`config.mk`:
```
export PLATFORM = sky130hd
export DESIGN_NAME = qspi_mc
export DESIGN_NICKNAME = d
export VERILOG_FILES = /design/src/rtl/qspi_mc.sv
export SDC_FILE = /design/constraint.sdc
export NUM_CORES = 1
export LEC_CHECK = 0
export ABC_CLOCK_PERIOD_IN_PS = 2700
export CORE_ASPECT_RATIO = 2
export CORE_UTILIZATION = 52
export CTS_BUF_LIST = sky130_fd_sc_hd__clkbuf_16
export DETAILED_ROUTE_END_ITERATION = 10
export PLACE_DENSITY_LB_ADDON = 0.25
export SLEW_MARGIN = 15
export SYNTH_ARGS = -nofsm -noshare
export SYNTH_HDL_FRONTEND = slang
export SYNTH_SLANG_ARGS = --single-unit
```
`constraint.sdc`:
```
create_clock -name clk -period 2.7 [get_ports clk]
set_input_delay 0.405 -clock clk [delete_from_list [all_inputs] [get_ports clk]]
set_output_delay 0.405 -clock clk [all_outputs]
set_load 0.02 [all_outputs]
```
`src/rtl/qspi_mc.sv`:
```
// qspi_mc: round-robin multi-requester QSPI cache-line controller.
// Quad cmd/addr/dummy/data bursts, two clk cycles per nibble slot.
module qspi_mc #(
  parameter int NREQ        = 2,
  parameter int PA          = 22,
  parameter int LINE_LENGTH = 4,
  parameter int NCS         = 2
) (
  input  logic                                      clk,
  input  logic                                      reset,
  input  logic [NREQ-1:0]                           req,
  input  logic [NREQ-1:0]                           wr,
  input  logic [NREQ*(PA-$clog2(LINE_LENGTH))-1:0]  tag,
  output logic [NREQ-1:0]                           grant,
  output logic [NREQ-1:0]                           done,
  output logic [3:0]                                dread,
  output logic [NREQ-1:0]                           wstrobe,
  input  logic [3:0]                                dwrite,
  output logic [NREQ-1:0]                           rstrobe,
  output logic                                      sclk,
  output logic [NCS-1:0]                            cs,
  input  logic [3:0]                                uio_in,
  output logic [3:0]                                uio_out,
  output logic [3:0]                                uio_oe,
  input  logic                                      reg_write,
  input  logic [1:0]                                reg_addr,
  input  logic [7:0]                                reg_data
);
  localparam int LB  = $clog2(LINE_LENGTH);
  localparam int TW  = PA - LB;
  localparam int CSN = $clog2(NCS);
  localparam int CB  = (CSN > 0) ? CSN : 1;
  localparam int OW  = (NREQ > 1) ? $clog2(NREQ) : 1;
  localparam logic [4:0]    DLAST  = 5'(2*LINE_LENGTH - 1);
  localparam logic [PA-1:0] CSMASK = PA'(NCS - 1) << (PA - CSN);

  typedef enum logic [2:0] {
    IDLE, CMD, ADDR, DUMMY, DATA, HOLD
  } state_t;

  state_t        state_q, state_d;
  logic          ph_q, ph_d;
  logic [4:0]    cnt_q, cnt_d;
  logic [31:0]   sr_q, sr_d;
  logic [OW-1:0] own_q, own_d;
  logic [OW-1:0] last_q, last_d;
  logic          wr_q, wr_d;
  logic [CB-1:0] sel_q, sel_d;
  logic [3:0]    dcnt_q, dcnt_d;
  logic [2:0]    hlen_q, hlen_d;
  logic [2:0]    hcnt_q, hcnt_d;
  logic [3:0]    dread_q, dread_d;
  logic          wstb_q, wstb_d;
  logic [3:0]    wdat_q, wdat_d;
  logic [7:0]    rcmd_q, rcmd_d;
  logic [7:0]    wcmd_q, wcmd_d;
  logic [3:0]    dum_q, dum_d;
  logic [2:0]    hold_q, hold_d;

  logic          found;
  logic [OW-1:0] win;
  logic [TW-1:0] tg;
  logic [PA-1:0] full;
  logic [23:0]   addr;
  logic [CB-1:0] sel_w;
  logic [4:0]    lastidx;
  logic          act;

  function automatic logic [NREQ-1:0] oh(input logic [OW-1:0] i);
    oh = '0;
    oh[i] = 1'b1;
  endfunction

  // search starts one past the last owner
  always_comb begin
    found = 1'b0;
    win   = last_q;
    for (int k = 1; k <= NREQ; k++) begin
      if (!found && req[(int'(last_q) + k) % NREQ]) begin
        found = 1'b1;
        win   = OW'((int'(last_q) + k) % NREQ);
      end
    end
  end

  always_comb begin
    tg    = tag[int'(win)*TW +: TW];
    full  = {tg, {LB{1'b0}}};
    sel_w = CB'(full >> (PA - CSN));
    addr  = 24'(full & ~CSMASK);
  end

  always_comb begin
    case (state_q)
      CMD:     lastidx = 5'd1;
      ADDR:    lastidx = 5'd5;
      DUMMY:   lastidx = 5'(dcnt_q) - 5'd1;
      default: lastidx = DLAST;
    endcase
  end

  always_comb begin
    state_d = state_q;
    ph_d    = ph_q;
    cnt_d   = cnt_q;
    sr_d    = sr_q;
    own_d   = own_q;
    last_d  = last_q;
    wr_d    = wr_q;
    sel_d   = sel_q;
    dcnt_d  = dcnt_q;
    hlen_d  = hlen_q;
    hcnt_d  = hcnt_q;
    dread_d = dread_q;
    wstb_d  = 1'b0;
    wdat_d  = wdat_q;
    rcmd_d  = rcmd_q;
    wcmd_d  = wcmd_q;
    dum_d   = dum_q;
    hold_d  = hold_q;
    if (reg_write) begin
      unique case (reg_addr)
        2'd0:    rcmd_d = reg_data;
        2'd1:    wcmd_d = reg_data;
        2'd2:    dum_d  = reg_data[3:0];
        default: hold_d = reg_data[2:0];
      endcase
    end
    unique case (state_q)
      IDLE: begin
        if (found) begin
          state_d = CMD;
          own_d   = win;
          last_d  = win;
          wr_d    = wr[win];
          sel_d   = sel_w;
          sr_d    = {wr[win] ? wcmd_q : rcmd_q, addr};
          dcnt_d  = dum_q;
          hlen_d  = (hold_q == 3'd0) ? 3'd1 : hold_q;
          ph_d    = 1'b0;
          cnt_d   = 5'd0;
        end
      end
      HOLD: begin
        hcnt_d = hcnt_q + 3'd1;
        if (hcnt_q == hlen_q - 3'd1) state_d = IDLE;
      end
      default: begin
        ph_d = ~ph_q;
        if (!ph_q) begin
          if (state_q == DATA && wr_q) wdat_d = dwrite;
        end else begin
          cnt_d = (cnt_q == lastidx) ? 5'd0 : cnt_q + 5'd1;
          if (state_q == DATA && !wr_q) begin
            dread_d = uio_in;
            wstb_d  = 1'b1;
          end
          if (state_q == CMD || state_q == ADDR)
            sr_d = {sr_q[27:0], 4'h0};
          if (cnt_q == lastidx) begin
            unique case (state_q)
              CMD:   state_d = ADDR;
              ADDR:  state_d = (!wr_q && dcnt_q != 4'd0) ? DUMMY : DATA;
              DUMMY: state_d = DATA;
              default: begin
                state_d = HOLD;
                hcnt_d  = 3'd0;
              end
            endcase
          end
        end
      end
    endcase
  end

  always_ff @(posedge clk or negedge reset) begin
    if (!reset) begin
      state_q <= IDLE;
      ph_q    <= 1'b0;
      cnt_q   <= '0;
      sr_q    <= '0;
      own_q   <= '0;
      last_q  <= OW'(NREQ - 1);
      wr_q    <= 1'b0;
      sel_q   <= '0;
      dcnt_q  <= '0;
      hlen_q  <= 3'd1;
      hcnt_q  <= '0;
      dread_q <= '0;
      wstb_q  <= 1'b0;
      wdat_q  <= '0;
      rcmd_q  <= 8'hEB;
      wcmd_q  <= 8'h38;
      dum_q   <= 4'd4;
      hold_q  <= 3'd2;
    end else begin
      state_q <= state_d;
      ph_q    <= ph_d;
      cnt_q   <= cnt_d;
      sr_q    <= sr_d;
      own_q   <= own_d;
      last_q  <= last_d;
      wr_q    <= wr_d;
      sel_q   <= sel_d;
      dcnt_q  <= dcnt_d;
      hlen_q  <= hlen_d;
      hcnt_q  <= hcnt_d;
      dread_q <= dread_d;
      wstb_q  <= wstb_d;
      wdat_q  <= wdat_d;
      rcmd_q  <= rcmd_d;
      wcmd_q  <= wcmd_d;
      dum_q   <= dum_d;
      hold_q  <= hold_d;
    end
  end

  // write nibble passes straight through in phase 0, held copy in phase 1
  always_comb begin
    act     = (state_q == CMD) || (state_q == ADDR) ||
              (state_q == DUMMY) || (state_q == DATA);
    sclk    = act & ph_q;
    cs      = '1;
    if (act) cs[sel_q] = 1'b0;
    uio_oe  = 4'h0;
    uio_out = 4'h0;
    if (state_q == CMD || state_q == ADDR) begin
      uio_oe  = 4'hF;
      uio_out = sr_q[31:28];
    end else if (state_q == DATA && wr_q) begin
      uio_oe  = 4'hF;
      uio_out = ph_q ? wdat_q : dwrite;
    end
    grant   = (state_q != IDLE) ? oh(own_q) : '0;
    done    = (state_q == HOLD && hcnt_q == 3'd0) ? oh(own_q) : '0;
    wstrobe = wstb_q ? oh(own_q) : '0;
    rstrobe = (state_q == DATA && wr_q && !ph_q) ? oh(own_q) : '0;
    dread   = dread_q;
  end
endmodule

```
==> results.md <==
* count of yosys warnings during synthesis: 0
* Port Buf Inserts: 87
* cell chosen for the clock root: sky130_fd_sc_hd__clkbuf_16
* vias: 3584
* Bufs on Longest Clock Path: 2
* power density over the cells: 1090 nW/um^2
* Post-Syn Area: 4450 sq um
* Max Cap Violations: 0
* largest clock skew in the final design: 0.00642 ns
* FP Rows: 47
* starting density of the core: 0.536
* Final GP Congestion: 0.878
* final-layout setup total negative slack: 0 ns
* number of slew-limit violations in the final report: 0
* origin of the critical flop-to-flop path: dcnt_q[0]
* clock sink count: 85
* synthesized netlist net count: 515
* area of the core: 8290 sq um
* run status: finished clean
* # Post-CTS Setup Buffers: 0
* Period Utilization, post-route: 0.961
* endpoint class of the critical path: flip-flop
* worst path cell trace: inv_1, ha_1, or3b_4, or4_4, o211ai_4, a41oi_4, or2_4, a211o_1
* CTS Hold Bufs: 0
* worst slack on hold paths: 0.0798 ns
* maximum number of pins on one net before global-route repair: 50
* DRT iter0 DRCs: 260
* fraction of registers with async set/reset: 1.00
* Seq cells post-synth: 85
* die area: 8950 sq um
* die boundary width: 67.4 um
* total of fill cells in the finished design: 607
* Post-Syn Instances: 444
* total congestion overflow: 0
* FMAX: 0.385 GHz
* Slowest Stage Delay on Critical Path: 0.51 ns
* highest ir drop seen on vdd: 0.000505 V
* data arrival time of the critical path: 2.81 ns
* post-DR wirelength/cell: 16.5 um
* clock tree from TritonCTS: yes
* Worst Hold Class: primary input to asynchronous set/reset pin
* final routed DRC violation total: 0
* Worst Max-Slew Pin Slew: 0.829 ns
* proportion of synthesized chip area in sequential cells: 0.482
* P&R area growth vs syn: 29.8%
* Setup Viol. Count Final: 0
* antenna diode instance count: 0
* number of standard cells in the layout, taps in and fillers out: 635
* most common cell after layout, fill and taps aside: sky130_fd_sc_hd__clkdlybuf4s50_1
* Max-Slew Margin vs Limit: 0.444
* Worst setup SP type: flip-flop
* number of global-route vias before repair: 3661
* primary flip-flop cell chosen by synthesis mapping: sky130_fd_sc_hd__dfrtp_1
* distinct cell type count after synthesis: 56
* cell family with most CP delay: simple AND/OR/NAND/NOR gates
* Total Nets Final: 603
* commonest cells after routing, fill and taps aside: 77 x sky130_fd_sc_hd__clkdlybuf4s50_1, 69 x sky130_fd_sc_hd__dfrtp_1, 63 x sky130_fd_sc_hd__nand2_1
* Worst setup startpoint: dcnt_q[0]
* Chip Height: 133 um
* first-pass GRT wire length: 17400 um
* Lkg Pwr: 0.00269 uW
* RSZ-0062 raised after global routing: no
* final WL: 10500 um
* number of buffers inserted during clock tree synthesis: 9
* critical path start-end classification: flip-flop to flip-flop
* hold violation total from the final report: 0
* DRT antenna net count: 0
* number of buffer and inverter instances along the worst setup path: 1
* clock insertion delay at the later pin of the skew report: 0.34 ns
* design area: 5770 sq um
* fraction of layout instances using a drive strength above 1: 0.149
* H-tree levels: 3
* Final HPWL DP: 7910 um
* Critical Path RT: 2.92 ns
* pre-CTS worst setup slack: 0.0984 ns
* number of enable-type register cells in the synthesized netlist: 0
* DP Area: 5460 sq um
* via/cell ratio: 5.64
* final setup slack of the worst path: 0.105 ns
* antenna violations before repair: 0
* first-pass detailed-route iteration total: 5
* maximum fanout count along the critical path: 7
* Final min period: 2.60 ns
* average cell area after synthesis: 10.0 sq um
* cell with the largest stage delay on the worst path: sky130_fd_sc_hd__or4_4
* clock-pin slew on the worst setup and hold paths: 0.06 ns
* number of placed I/O pins: 88
* overall routing resource usage: 0.262
* Cells after DPL: 619
[metrics by stage]
| stage | util | power [uW] |
|---|---|---|
| CTS | 0.692 | 6300 |
| floorplan | - | 4100 |
| global placement | 0.658 | 4970 |
| detailed placement | 0.658 | 5100 |
| global route | 0.696 | 6720 |
| finish | 0.696 | 6300 |
[kinds of logic after synthesis]
logic type / synth area share
multiplexers: 0.147
buffers and inverters: 0.0357
adder cells (fa/ha/maj): 0.0169
AND/OR/NAND/NOR: 0.144
AO/OA/AOI/OAI: 0.153
flip-flops: 0.482
XOR/XNOR: 0.0217
[worst reg2reg max path, cell delays in order (launching register included)]
cell and delay (ns):
sky130_fd_sc_hd__dfrtp_2 0.44, sky130_fd_sc_hd__inv_1 0.12, sky130_fd_sc_hd__ha_1 0.18, sky130_fd_sc_hd__or3b_4 0.40, sky130_fd_sc_hd__or4_4 0.51, sky130_fd_sc_hd__o211ai_4 0.12
sky130_fd_sc_hd__a41oi_4 0.13, sky130_fd_sc_hd__or2_4 0.28, sky130_fd_sc_hd__a211o_1 0.30
[state kept, by name, summed over array words and instances (netlist names)]
name,flops
own_q,1
rcmd_q,8
wcmd_q,8
wr_q,1
cnt_q,5
wstb_q,1
last_q,1
hcnt_q,3
hlen_q,3
hold_q,3
sel_q,1
dum_q,4
dcnt_q,4
dread,4
wdat_q,4
state_q,3
sr_q,30
ph_q,1
[cell type report]
class	instances	area (sq um)	area share
flip-flops and latches	85	2150	0.372
clock buffers	9	225	0.0390
clock inverters	7	58.8	0.0102
repair buffers	103	1010	0.175
well taps	98	123	0.0213
multi-input cells	320	2160	0.374
inverters	13	48.8	0.00846
[where the power goes]
group | switching [uW] | internal (uW)
logic | 1600 | 1320
registers | 433 | 1760
clock network | 479 | 703
[synth_stat cells, types with 4 or more instances]
master	count	area (sq um)
sky130_fd_sc_hd__dfrtp_1	72	1800
sky130_fd_sc_hd__clkbuf_1	17	63.8
sky130_fd_sc_hd__o21ai_1	29	145
sky130_fd_sc_hd__inv_1	12	45.0
sky130_fd_sc_hd__mux2i_1	35	350
sky130_fd_sc_hd__mux2_1	4	45.0
sky130_fd_sc_hd__a21oi_1	22	110
sky130_fd_sc_hd__a211oi_1	8	60.1
sky130_fd_sc_hd__o31ai_1	7	52.6
sky130_fd_sc_hd__buf_1	5	18.8
sky130_fd_sc_hd__nand2_1	63	236
sky130_fd_sc_hd__dfstp_2	13	342
sky130_fd_sc_hd__a21o_1	8	60.1
sky130_fd_sc_hd__and2_1	4	25.0
sky130_fd_sc_hd__ha_1	6	75.1
sky130_fd_sc_hd__nor2_1	34	128
sky130_fd_sc_hd__nor3_1	5	25.0
sky130_fd_sc_hd__o21ai_0	15	75.1
sky130_fd_sc_hd__xnor2_1	8	70.1
sky130_fd_sc_hd__mux2_2	23	259
[routing by layer]
metal | vias up | share of wire | wire (um) | GRT usage
li1 | 1734 | - | - | -
met1 | 1716 | 0.37 | 3900 | 0.282
met2 | 109 | 0.56 | 5890 | 0.453
met3 | 25 | 0.031 | 320 | 0.0586
met4 | 0 | 0.034 | 351 | 0.142
met5 | - | 0 | 0 | 0
[final timing paths]
path / to / slack (ns) / cells after the start
min: hlen_q[1] / 0.08 / 1
min in group clk: sr_q[3] / 0.48 / 2
max: state_q[1] / 0.10 / 8
max reg2reg: state_q[1] / 0.10 / 8
max in group asynchronous: hlen_q[0] / 1.86 / 2
min reg2reg: sr_q[3] / 0.48 / 2
[what timing repair did]
| action | in CTS | in global routing |
|---|---|---|
| setup endpoints to repair | 6 | 10 |
| resized for setup | 4 | 11 |
| pin swaps | 0 | 0 |
| endpoints found under the hold margin | 0 | 0 |
Power figures use the tool's default switching activity.
